`src/rtl/mips_mc_controller.sv`:
```
// Multi-cycle MIPS control FSM: Moore control outputs per state, a bounded memory-wait
// counter with timeout, and sticky illegal/timeout flags that park the FSM in ERROR.
module mips_mc_controller #(
    parameter int unsigned ENABLE_ADDI = 1,
    parameter int unsigned TIMEOUT     = 15
) (
    input  logic       clk,
    input  logic       rst,
    input  logic [5:0] opcode,
    input  logic       mem_ready,
    output logic       pc_write,
    output logic       pc_write_cond,
    output logic       iord,
    output logic       mem_read,
    output logic       mem_write,
    output logic       ir_write,
    output logic       mem_to_reg,
    output logic       reg_dst,
    output logic       reg_write,
    output logic       alu_src_a,
    output logic [1:0] alu_src_b,
    output logic [1:0] pc_source,
    output logic [2:0] alu_op,
    output logic       illegal,
    output logic       timeout,
    output logic [3:0] state
);

    typedef enum logic [3:0] {
        StFetch   = 4'd0,
        StDecode  = 4'd1,
        StMemAddr = 4'd2,
        StMemRd   = 4'd3,
        StMemWb   = 4'd4,
        StMemWr   = 4'd5,
        StExec    = 4'd6,
        StRWb     = 4'd7,
        StBranch  = 4'd8,
        StAddiEx  = 4'd9,
        StAddiWb  = 4'd10,
        StJump    = 4'd11,
        StError   = 4'd15
    } state_e;

    localparam logic [5:0] OpR    = 6'h00;
    localparam logic [5:0] OpLw   = 6'h23;
    localparam logic [5:0] OpSw   = 6'h2B;
    localparam logic [5:0] OpBeq  = 6'h04;
    localparam logic [5:0] OpAddi = 6'h08;
    localparam logic [5:0] OpJ    = 6'h02;

    localparam logic [2:0] AluAdd   = 3'd0;
    localparam logic [2:0] AluSub   = 3'd1;
    localparam logic [2:0] AluFunct = 3'd2;
    localparam logic [2:0] AluErr   = 3'd7;

    localparam logic [7:0] TimeoutCnt = 8'(TIMEOUT);

    state_e     state_q, state_d;
    logic [7:0] wait_q, wait_d;
    logic       illegal_q, illegal_d;
    logic       timeout_q, timeout_d;
    logic       waiting;

    assign waiting = (state_q == StFetch) || (state_q == StMemRd) || (state_q == StMemWr);

    always_comb begin
        state_d   = state_q;
        illegal_d = illegal_q;
        timeout_d = timeout_q;
        case (state_q)
            StFetch:   if (mem_ready) state_d = StDecode;
            StDecode: begin
                case (opcode)
                    OpLw, OpSw: state_d = StMemAddr;
                    OpR:        state_d = StExec;
                    OpBeq:      state_d = StBranch;
                    OpJ:        state_d = StJump;
                    OpAddi: begin
                        if (ENABLE_ADDI != 0) begin
                            state_d = StAddiEx;
                        end else begin
                            state_d   = StError;
                            illegal_d = 1'b1;
                        end
                    end
                    default: begin
                        state_d   = StError;
                        illegal_d = 1'b1;
                    end
                endcase
            end
            StMemAddr: state_d = (opcode == OpSw) ? StMemWr : StMemRd;
            StMemRd:   if (mem_ready) state_d = StMemWb;
            StMemWb:   state_d = StFetch;
            StMemWr:   if (mem_ready) state_d = StFetch;
            StExec:    state_d = StRWb;
            StRWb:     state_d = StFetch;
            StBranch:  state_d = StFetch;
            StAddiEx:  state_d = StAddiWb;
            StAddiWb:  state_d = StFetch;
            StJump:    state_d = StFetch;
            StError:   state_d = StError;
            default:   state_d = StError;
        endcase
        // A ready in the final allowed wait cycle still completes normally.
        if (waiting && !mem_ready && (wait_q == TimeoutCnt)) begin
            state_d   = StError;
            timeout_d = 1'b1;
        end
        wait_d = (waiting && (state_d == state_q)) ? wait_q + 8'd1 : 8'd0;
    end

    always_ff @(posedge clk) begin
        if (rst) begin
            state_q   <= StFetch;
            wait_q    <= 8'd0;
            illegal_q <= 1'b0;
            timeout_q <= 1'b0;
        end else begin
            state_q   <= state_d;
            wait_q    <= wait_d;
            illegal_q <= illegal_d;
            timeout_q <= timeout_d;
        end
    end

    always_comb begin
        pc_write      = 1'b0;
        pc_write_cond = 1'b0;
        iord          = 1'b0;
        mem_read      = 1'b0;
        mem_write     = 1'b0;
        ir_write      = 1'b0;
        mem_to_reg    = 1'b0;
        reg_dst       = 1'b0;
        reg_write     = 1'b0;
        alu_src_a     = 1'b0;
        alu_src_b     = 2'd0;
        pc_source     = 2'd0;
        alu_op        = AluAdd;
        case (state_q)
            StFetch: begin
                mem_read  = 1'b1;
                alu_src_b = 2'd1;
                ir_write  = mem_ready;
                pc_write  = mem_ready;
            end
            StDecode:  alu_src_b = 2'd3;
            StMemAddr: begin
                alu_src_a = 1'b1;
                alu_src_b = 2'd2;
            end
            StMemRd: begin
                mem_read = 1'b1;
                iord     = 1'b1;
            end
            StMemWb: begin
                reg_write  = 1'b1;
                mem_to_reg = 1'b1;
            end
            StMemWr: begin
                mem_write = 1'b1;
                iord      = 1'b1;
            end
            StExec: begin
                alu_src_a = 1'b1;
                alu_op    = AluFunct;
            end
            StRWb: begin
                reg_write = 1'b1;
                reg_dst   = 1'b1;
            end
            StBranch: begin
                alu_src_a     = 1'b1;
                alu_op        = AluSub;
                pc_write_cond = 1'b1;
                pc_source     = 2'd1;
            end
            StAddiEx: begin
                alu_src_a = 1'b1;
                alu_src_b = 2'd2;
            end
            StAddiWb:  reg_write = 1'b1;
            StJump: begin
                pc_write  = 1'b1;
                pc_source = 2'd2;
            end
            StError:   alu_op = AluErr;
            default:   alu_op = AluErr;
        endcase
    end

    assign illegal = illegal_q;
    assign timeout = timeout_q;
    assign state   = state_q;

endmodule

```
`config.mk`:
```
export PLATFORM = sky130hd
export DESIGN_NAME = mips_mc_controller
export DESIGN_NICKNAME = d
export VERILOG_FILES = /design/src/rtl/mips_mc_controller.sv
export SDC_FILE = /design/constraint.sdc
export NUM_CORES = 1
export LEC_CHECK = 0
export BUFFER_PORTS_ARGS = -buffer_cell sky130_fd_sc_hd__buf_2
export CAP_MARGIN = 15
export CELL_PAD_IN_SITES_DETAIL_PLACEMENT = 0
export CELL_PAD_IN_SITES_GLOBAL_PLACEMENT = 1
export CORE_ASPECT_RATIO = 0.75
export CORE_MARGIN = 2
export CORE_UTILIZATION = 38
export CTS_CLUSTER_DIAMETER = 60
export DETAILED_ROUTE_END_ITERATION = 12
export GPL_TIMING_DRIVEN = 0
export PLACE_DENSITY = 0.87
export SETUP_SLACK_MARGIN = 0.2
export SLEW_MARGIN = 20
export SYNTH_ARGS = -nofsm -noshare
export SYNTH_HDL_FRONTEND = slang
export SYNTH_SLANG_ARGS = --single-unit
```
`constraint.sdc`:
```
create_clock -name clk -period 2.9 [get_ports clk]
set_clock_uncertainty 0.05 [all_clocks]
set_input_delay 0.58 -clock clk [delete_from_list [all_inputs] [get_ports clk]]
set_output_delay 0.58 -clock clk [all_outputs]
set_load 0.1 [all_outputs]
```
After elaboration in Yosys (flattened, before gate mapping)
Index checks and enable logic that the tools add are counted.

storage, ports and cells
  register bits after elaboration = 14
  latch bits = 0
  bits in writable memories = 0
  memory bits (read-only) = 0
  bits of input ports = 9
  word-level logic and storage cells = 64
  memories kept = 0

operators by class
  $add $sub $neg = 1
  multiply operators = 0
  div/mod/pow operators = 0
  $lt $le $gt $ge = 0
  eq/ne operators = 18
  shift operators = 0
  muxes and demuxes = 20
  bitwise operators = 2
  reduce and logical (&&, ||, !) cells = 19

operator list
  operator                                              number
  one-hot mux 4 bit (8 select lines)                    1
  one-hot mux 4 bit (5 select lines)                    1
  equality test 4 x 3 -> 1 bit (second input constant)  4
  equality test 4 bit (second input constant)           4
  two-way mux 4 bit                                     4
  equality test 6 bit (second input constant)           2
  OR reduction 10 bit                                   1
  OR reduction 2 bit                                    5
  two-way mux 1 bit                                     9
  one-hot mux 3 bit (3 select lines)                    1
  adder 8 x 1 -> 8 bit (second input constant)          1
  equality test 4 x 2 -> 1 bit (second input constant)  2
  equality test 8 x 4 -> 1 bit (second input constant)  1
  equality test 6 x 2 -> 1 bit (second input constant)  1
  equality test 6 x 3 -> 1 bit (second input constant)  1
  equality test 6 x 4 -> 1 bit (second input constant)  1
  zero test 6 bit                                       1
  one-hot mux 2 bit (3 select lines)                    1
  OR reduction 6 bit                                    1
  OR reduction 5 bit                                    1
  equality test 4 x 1 -> 1 bit (second input constant)  1
  equality test 4 bit                                   1
  zero test 4 bit                                       1
  one-hot mux 2 bit (2 select lines)                    1
  9 further kinds                                       13

Depth between registers and ports, before layout
Gate-level depths: netlist of run 1.

  depth after elaboration = 10
  mapped depth = 6
  gate-level depth less buffers = 5

Least setup slack after synthesis of run 1
No wires, ideal clock.

  path kind = register to output
  from = reg state_q[2] (netlist: state[2])
  to = out reg_write
  arrival = 3.778 ns
  data required time = 2.270 ns
  slack = -1.508 ns
  cell stages (with the launch flop) = 6
  buffers on the path = 2
  cells stage by stage = dfxtp_1 -> clkbuf_1 -> buf_1 -> nand2_1 -> nor2_1 -> a21o_1

on the way
  cells in the longest elaborated chain, start to end = 3

RTL lines
  element                                                                     RTL line  RTL
  start: declaration                                                          59        state_e state_q, state_d;
  start signal: assignment                                                    116       state_q <= StFetch;
  start signal: assignment                                                    121       state_q <= state_d;
  equality test 4 bit / equality test 4 x 3 -> 1 bit (equally long branches)  142       case (state_q)
  OR reduction 3 bit (no line) (*)                                            -
  two-way mux 1 bit (*)                                                       142
  end: declaration                                                            19        output logic reg_write,

Every way passes the cells marked *; elsewhere a longest branch is shown, timed or not.

Final worst setup path of run 1
Ends and elaborated chain as after synthesis.

==> flow_summary.ini, run 1 <==
[synth]
yosys_warnings = 0
avgSynthCellArea_um2 = 7.98
synth_flop_cell = dfxtp_1
netlist_area_mm2 = 0.00101
ys_seq_area_share_pct = 27.7
yosysUniqueCellTypes = 51
synth_nets = 137
synth_edf_count = 0
async_reset_ff_share_pct = 0
ys_ff_latch = 14
syn_inst = 127

[floorplanning]
start_util_pct = 39.6
die_w_um = 63.6
io_pins = 32
core_mm2 = 0.00256
die_h_um = 48.7
rows = 16
dieArea_mm2 = 0.00310

[sta]
rsz0062_at_grt = false
finalSetupViolations = 0
slew_violations = 0
finalSetupTns_ps = 0
clock.fmax_mhz = 392
finalCritPeriodShare_pct = 87.9
maxSlewHeadroom_pct = 63.4
tightest_slew_ps = 550
hold_violations = 0
setup_slack_ps = 351
min_period_ps = 2550
hold-worst-slack_ps = 420

[place]
pre_cts_slack_ps = 284
dp_hpwl_mm = 2.19
place.gp.congestion = 0.734
io_buffers = 31

[cts]
htree_num_levels = 1
cts.clk_slew.worst_paths_ps = 80
clock-sinks = 14
numCtsBuffers = 3
cts_root_buf = clkbuf_4
tritoncts = built
post_cts_buffers = 0
holdBufCountCts = 0
clockBufferDepth = 2
insertion_delay_ps = 280

[detailed_routing]
drc = 0
vias = 1099
first_iter_violations = 45
drtPass1Iterations = 4
routed_wl_mm = 2.80
vias_per_cell = 5.58
ant_nets = 0
routedWlPerCell_um = 14.2

[setup_path]
end_kind = primary output
cp_max_fo = 10
cp.required_ps = 2270
arrival_ps = 1920
worstSetupPathType = register to primary output
startpoint_type = register

[final_layout]
fillers = 279
final_cell_mix = 30 x buf_2, 10 x nand2_1, 10 x nor3_1, 10 x dfxtp_1, 9 x nor2_1
final_util_pct = 52.7
area_delta_synth_final_pct = 33.3
fin_nets = 172
layout_commonest_cell = buf_2
drive_above_1_share_pct = 42.2
insertedDiodeCount = 0

[grt]
antenna_found_initial = 0
grt-ovfl-total = 0
grt_pass1_wl_mm = 4.71
first_global_vias = 1038
grt_max_degree = 11
grt.total_usage_pct = 19.0

[flow_run]
cap_violations = 0

[status]
outcome = completed

[min_path]
min_path_type = register to register
## layout make-up
class / instances / area, um2 / share of cell area (%)
sequential: 14 / 290 / 21.5
buffer: 6 / 37.5 / 2.78
tap: 36 / 45.0 / 3.33
clock buffer: 3 / 22.5 / 1.67
timing repair buffer: 31 / 160 / 11.9
multi-input combinational: 102 / 777 / 57.5
clock inverter: 1 / 3.75 / 0.278
inverter: 4 / 15.0 / 1.11
## critical path, stage by stage (launching register included)
cell and delay (ps):
dfxtp_4 360, clkbuf_2 210, buf_4 230, nand2_1 200, mux2i_1 230, a21o_4 140
buf_4 270
## flip-flops by register name, summed over array words and instances (netlist names)
name	cells
state	4
timeout	1
wait_q	8
illegal	1
## layer usage
layer	vias up	wire [um]	GRT usage [%]
li1	531	-	-
met1	532	1270	25.8
met2	34	1340	30.9
met3	2	187	4.88
met4	0	14	3.26
met5	-	0	0
## repair_timing
action / 4_1_cts / 5_1_grt
hold endpoints to repair: 0 / 0
resized for setup: 6 / 3
setup endpoints to repair: 9 / 10
gates cloned: 0 / 0
## through the flow
step / area (um2) / cells
2_1_floorplan: 1110 / 127
3_3_place_gp: 1310 / 194
3_5_place_dp: 1310 / 194
4_1_cts: 1350 / 198
5_1_grt: 1350 / 197
6_report: 1350 / 197
## cell families (layout without fill, tap and decap cells)
group,count (synthesis),in the layout,share of synthesized area [%]
mux,2,2,1.98
compound gates,28,28,22.2
flops,14,14,27.7
xor+xnor,9,9,7.78
fa+ha+maj,1,1,1.23
simple gates,62,62,34.7
buf+inv,11,45,4.44
## cell usage after synthesis (2+ instances only)
| cell | n | area, um2 |
|---|---|---|
| buf_1 | 3 | 11.3 |
| o21ai_0 | 2 | 10.0 |
| inv_2 | 3 | 11.3 |
| o21ai_1 | 3 | 15.0 |
| xnor2_1 | 4 | 35.0 |
| nor2b_1 | 2 | 12.5 |
| mux2i_1 | 2 | 20.0 |
| nor3_1 | 11 | 55.1 |
| nand2b_1 | 3 | 18.8 |
| and3_1 | 2 | 12.5 |
| xor2_1 | 5 | 43.8 |
| a21oi_1 | 4 | 20.0 |
| nor2_1 | 16 | 60.1 |
| a31oi_1 | 4 | 25.0 |
| nand2_1 | 10 | 37.5 |
| clkbuf_1 | 3 | 11.3 |
| dfxtp_1 | 14 | 280 |
| nand3_1 | 3 | 15.0 |
## path summary, 6_finish.rpt
path | startpoint | to | slack, ps | depth (start not counted)
max reg2reg | wait_q[5] | wait_q[2] | 1030 | 4
min | wait_q[0] | wait_q[0] | 420 | 1
max | state[2] | reg_write | 350 | 6
min reg2reg | wait_q[0] | wait_q[0] | 420 | 1
Power of run 1 is left out: the tool's default activity adds up to more than one toggle a clock period on the data nets, which glitch-free logic cannot reach.
==> run 2: changes to the inputs <==
--- a/config.mk
+++ b/config.mk
@@ -13,6 +13,7 @@
 export CORE_MARGIN = 2
 export CORE_UTILIZATION = 38
 export CTS_CLUSTER_DIAMETER = 60
+export CTS_CLUSTER_SIZE = 14
 export DETAILED_ROUTE_END_ITERATION = 12
 export GPL_TIMING_DRIVEN = 0
 export PLACE_DENSITY = 0.87
==> constraint.sdc (replaced) <==
create_clock -name clk -period 2.9 [get_ports clk]
set_clock_uncertainty 0.05 [all_clocks]
set_input_delay 0.145 -clock clk [delete_from_list [all_inputs] [get_ports clk]]
set_output_delay 0.145 -clock clk [all_outputs]
set_load 0.1 [all_outputs]
==> flow_summary.ini, run 2 (synthesis gave the netlist of run 1 again) <==
[setup_path]
critical-path-slowest-cell = buf_2
startpoint_type = register
r2r_start = state[3]
cp_max_fo = 10
cp.required_ps = 2710
slowest_delay_ps = 410
crit_start = state[2]
worstSetupPathType = register to primary output
path_cells = clkbuf_1 > clkbuf_2 > nand2_1 > mux2i_1 > a21o_1 > buf_2
arrival_ps = 2230
end_kind = primary output

[final_layout]
layout_commonest_cell = buf_2
fillers = 290
fin_nets = 173
final_cell_mix = 31 x buf_2, 14 x dfxtp_1, 10 x nand2_1, 10 x nor2_1, 10 x nor3_1
multi_input_area_um2 = 738
area_delta_synth_final_pct = 27.0
insertedDiodeCount = 0
largest-register = wait_q
drive_above_1_share_pct = 35.4
seqCellArea_um2 = 280
final_util_pct = 50.2
largest_register_ff_count = 8

[sta]
clock.fmax_mhz = 413
finalCritPeriodShare_pct = 83.6
slew_violations = 0
finalSetupViolations = 0
rsz0062_at_grt = false
finalSetupTns_ps = 0
hold_violations = 0
setup_slack_ps = 476
min_period_ps = 2420
maxSlewHeadroom_pct = 64.7
tightest_slew_ps = 529

[grt]
grt.total_usage_pct = 17.5
antenna_found_initial = 0
grt-ovfl-total = 0
grt_max_degree = 11
grt_pass1_wl_mm = 4.35
first_global_vias = 944

[floorplanning]
io_pins = 32
die_h_um = 48.7
core_mm2 = 0.00256
die_w_um = 63.6
rows = 16
dieArea_mm2 = 0.00310
start_util_pct = 39.6

[detailed_routing]
wl_met2_mm = 1.17
wl_met3_um = 96
top_layer_used = met4
first_iter_violations = 37
drt-met1-wl_mm = 1.24
drc = 0
vias = 1059
routedWlPerCell_um = 12.8
vias_per_cell = 5.38
routed_wl_mm = 2.53
drtPass1Iterations = 4
ant_nets = 0

[place]
io_buffers = 31
dp_hpwl_mm = 1.97
place.gp.congestion = 0.796
pre_cts_slack_ps = 609

[cts]
cts_root_buf = clkbuf_4
cts.clk_slew.worst_paths_ps = 90
clock-sinks = 14
tritoncts = built
insertion_delay_ps = 280
holdBufCountCts = 0
numCtsBuffers = 3
clockBufferDepth = 2
htree_num_levels = 1

[status]
outcome = completed

[min_path]
min_from = rst
min_path_type = primary input to register

[flow_run]
cap_violations = 0
run 2: cell count changes in the layout (fill, tap and decap cells not counted), sizes merged:
cell,change
clkbuf,+1
clkinv,-1
run 2: timing repair:
item / in CTS / in global routing
setup endpoints to repair: 0 / 1
endpoints found under the hold margin: 0 / 0
buffers inserted: 0 / 0
resized for setup: 0 / 1
run 2: metrics by stage:
step                hold WS [ps]  area, um2  cells
floorplan                    164       1060    127
global placement             364       1260    194
detailed placement           377       1260    194
CTS                         76.3       1290    197
global route                83.8       1290    197
finish                      76.5       1290    197
run 2: routing by layer:
| layer | vias up | GRT usage [%] |
|---|---|---|
| met4 | 0 | 5.43 |
| met1 | 489 | 24.7 |
| met5 | - | 0 |
| met2 | 28 | 27.0 |
| li1 | 540 | - |
| met3 | 2 | 3.49 |
run 2: area by class of cell:
class,count,share of cell area (%)
Multi-Input combinational cell,102,57.3
Sequential cell,14,21.8
Timing Repair Buffer,31,12.1
Tap cell,36,3.50
Buffer,7,2.43
Clock buffer,3,1.75
Inverter,4,1.17
run 2: critical path, delay by kind of cell (launching register included):
family	cells	cell delay [ps]
flops	1	360
compound gates	1	120
simple gates	1	230
mux	1	180
buf+inv	3	1040
run 2: path summary, 6_finish.rpt:
check	to	slack, ps	cells past startpoint
max	reg_write	480	6
min	state[3]	80	2
max reg2reg	wait_q[1]	1020	5
min reg2reg	timeout	410	2
Power of run 2 is left out for the same reason.
==> run 3: changes to the inputs <==
--- a/config.mk
+++ b/config.mk
@@ -11,12 +11,12 @@
 export CELL_PAD_IN_SITES_GLOBAL_PLACEMENT = 1
 export CORE_ASPECT_RATIO = 0.75
 export CORE_MARGIN = 2
-export CORE_UTILIZATION = 38
+export CORE_UTILIZATION = 36
 export CTS_CLUSTER_DIAMETER = 60
 export CTS_CLUSTER_SIZE = 14
 export DETAILED_ROUTE_END_ITERATION = 12
 export GPL_TIMING_DRIVEN = 0
-export PLACE_DENSITY = 0.87
+export PLACE_DENSITY = 0.84
 export SETUP_SLACK_MARGIN = 0.2
 export SLEW_MARGIN = 20
 export SYNTH_ARGS = -nofsm -noshare
==> constraint.sdc (replaced) <==
create_clock -name clk -period 2.35 [get_ports clk]
set_clock_uncertainty 0.05 [all_clocks]
set_input_delay 0.1175 -clock clk [delete_from_list [all_inputs] [get_ports clk]]
set_output_delay 0.1175 -clock clk [all_outputs]
set_load 0.1 [all_outputs]
==> flow_summary.ini, run 3 (synthesis gave the netlist of run 1 again) <==
[status]
outcome = completed

[setup_path]
cp_max_fo = 10
arrival_ps = 1860
cp.required_ps = 2180
crit_end = reg_write
end_kind = primary output
worstSetupPathType = register to primary output
r2r_start = wait_q[5]
startpoint_type = register
rr_worst_depth = 4
worstReg2RegEnd = wait_q[5]
ff2ff_setup_slack_ps = 480
crit_start = state[2]

[sta]
clock.fmax_mhz = 493
finalCritPeriodShare_pct = 86.3
finalSetupViolations = 0
rsz0062_at_grt = false
min_period_ps = 2030
tightest_slew_ps = 559
slew_violations = 0
finalSetupTns_ps = 0
maxSlewHeadroom_pct = 62.8
hold_violations = 0

[cts]
cts_root_buf = clkbuf_8
numCtsBuffers = 3
htree_num_levels = 1
post_cts_buffers = 0
insertion_delay_ps = 240
clockBufferDepth = 2
cts.clk_slew.worst_paths_ps = 60
tritoncts = built
clock-sinks = 14
holdBufCountCts = 0
post_cts_resize_count = 3

[final_layout]
multi_input_area_um2 = 777
fillers = 262
insertedDiodeCount = 0
final_area_mm2 = 0.00137
area_delta_synth_final_pct = 35.4
final_cell_mix = 31 x buf_2, 10 x nand2_1, 10 x nor3_1, 10 x dfxtp_1, 9 x nor2_1
layout_commonest_cell = buf_2
seqCellArea_um2 = 293
largest_register_ff_count = 8
fin_nets = 172
drive_above_1_share_pct = 42.2
largest-register = wait_q

[grt]
first_global_vias = 972
grt_pass1_wl_mm = 4.33
antenna_found_initial = 0
grt_max_degree = 11
grt.total_usage_pct = 17.1
grt-ovfl-total = 0

[detailed_routing]
vias_per_cell = 5.53
drc = 0
vias = 1090
routed_wl_mm = 2.73
first_iter_violations = 36
ant_nets = 0
routedWlPerCell_um = 13.9
drtPass1Iterations = 4

[place]
dp_hpwl_mm = 2.13
postPlaceCellArea_mm2 = 0.00132
place.gp.congestion = 0.736
io_buffers = 31

[flow_run]
cap_violations = 0

[floorplanning]
die_w_um = 65.3
core_mm2 = 0.00264
start_util_pct = 38.4
io_pins = 32
dieArea_mm2 = 0.00326
rows = 16
die_h_um = 50.0

[min_path]
min_path_type = primary input to register
min_from = rst
run 3: final cells by class:
cell class / instances / share of cell area, %
tap: 36 / 3.28
inverter: 4 / 1.09
timing repair buffer: 31 / 11.5
clock buffer: 3 / 3.01
multi-input combinational: 102 / 56.6
sequential: 14 / 21.3
buffer: 6 / 2.92
clock inverter: 1 / 0.273
run 3: per-stage QoR:
step                      hold slack [ps]  setup slack [ps]  utilization [%]  std cells
after floorplan                       127               127                -        127
after global placement                326               391             50.0        194
after detailed placement              340               377             50.0        194
after CTS                            86.6               164             51.9        198
after global routing                 93.1               240             51.9        197
final                                95.3               322             51.9        197
run 3: worst min-delay path by stage:
stage / to / depth (start not counted) / slack, ps
finish: state[3] / 2 / 100
global route: state[0] / 2 / 90
CTS: state[0] / 2 / 90
detailed placement: state[3] / 2 / 340
global placement: state[0] / 2 / 330
floorplan: state[3] / 1 / 130
run 3: worst max-delay path, cell delays in order, from the launching register on:
cell and delay [ps]:
dfxtp_4 360, clkbuf_4 180, clkbuf_4 240, nand2_1 200, mux2i_1 220, a21o_4 140
buf_4 270
run 3: layer usage:
| layer | share of wire [%] | GRT usage, % |
|---|---|---|
| met2 | 44 | 26.0 |
| met5 | 0 | 0 |
| met3 | 5.5 | 5.48 |
| met1 | 50 | 24.7 |
| met4 | 0.29 | 1.04 |
Power of run 3 is left out for the same reason.
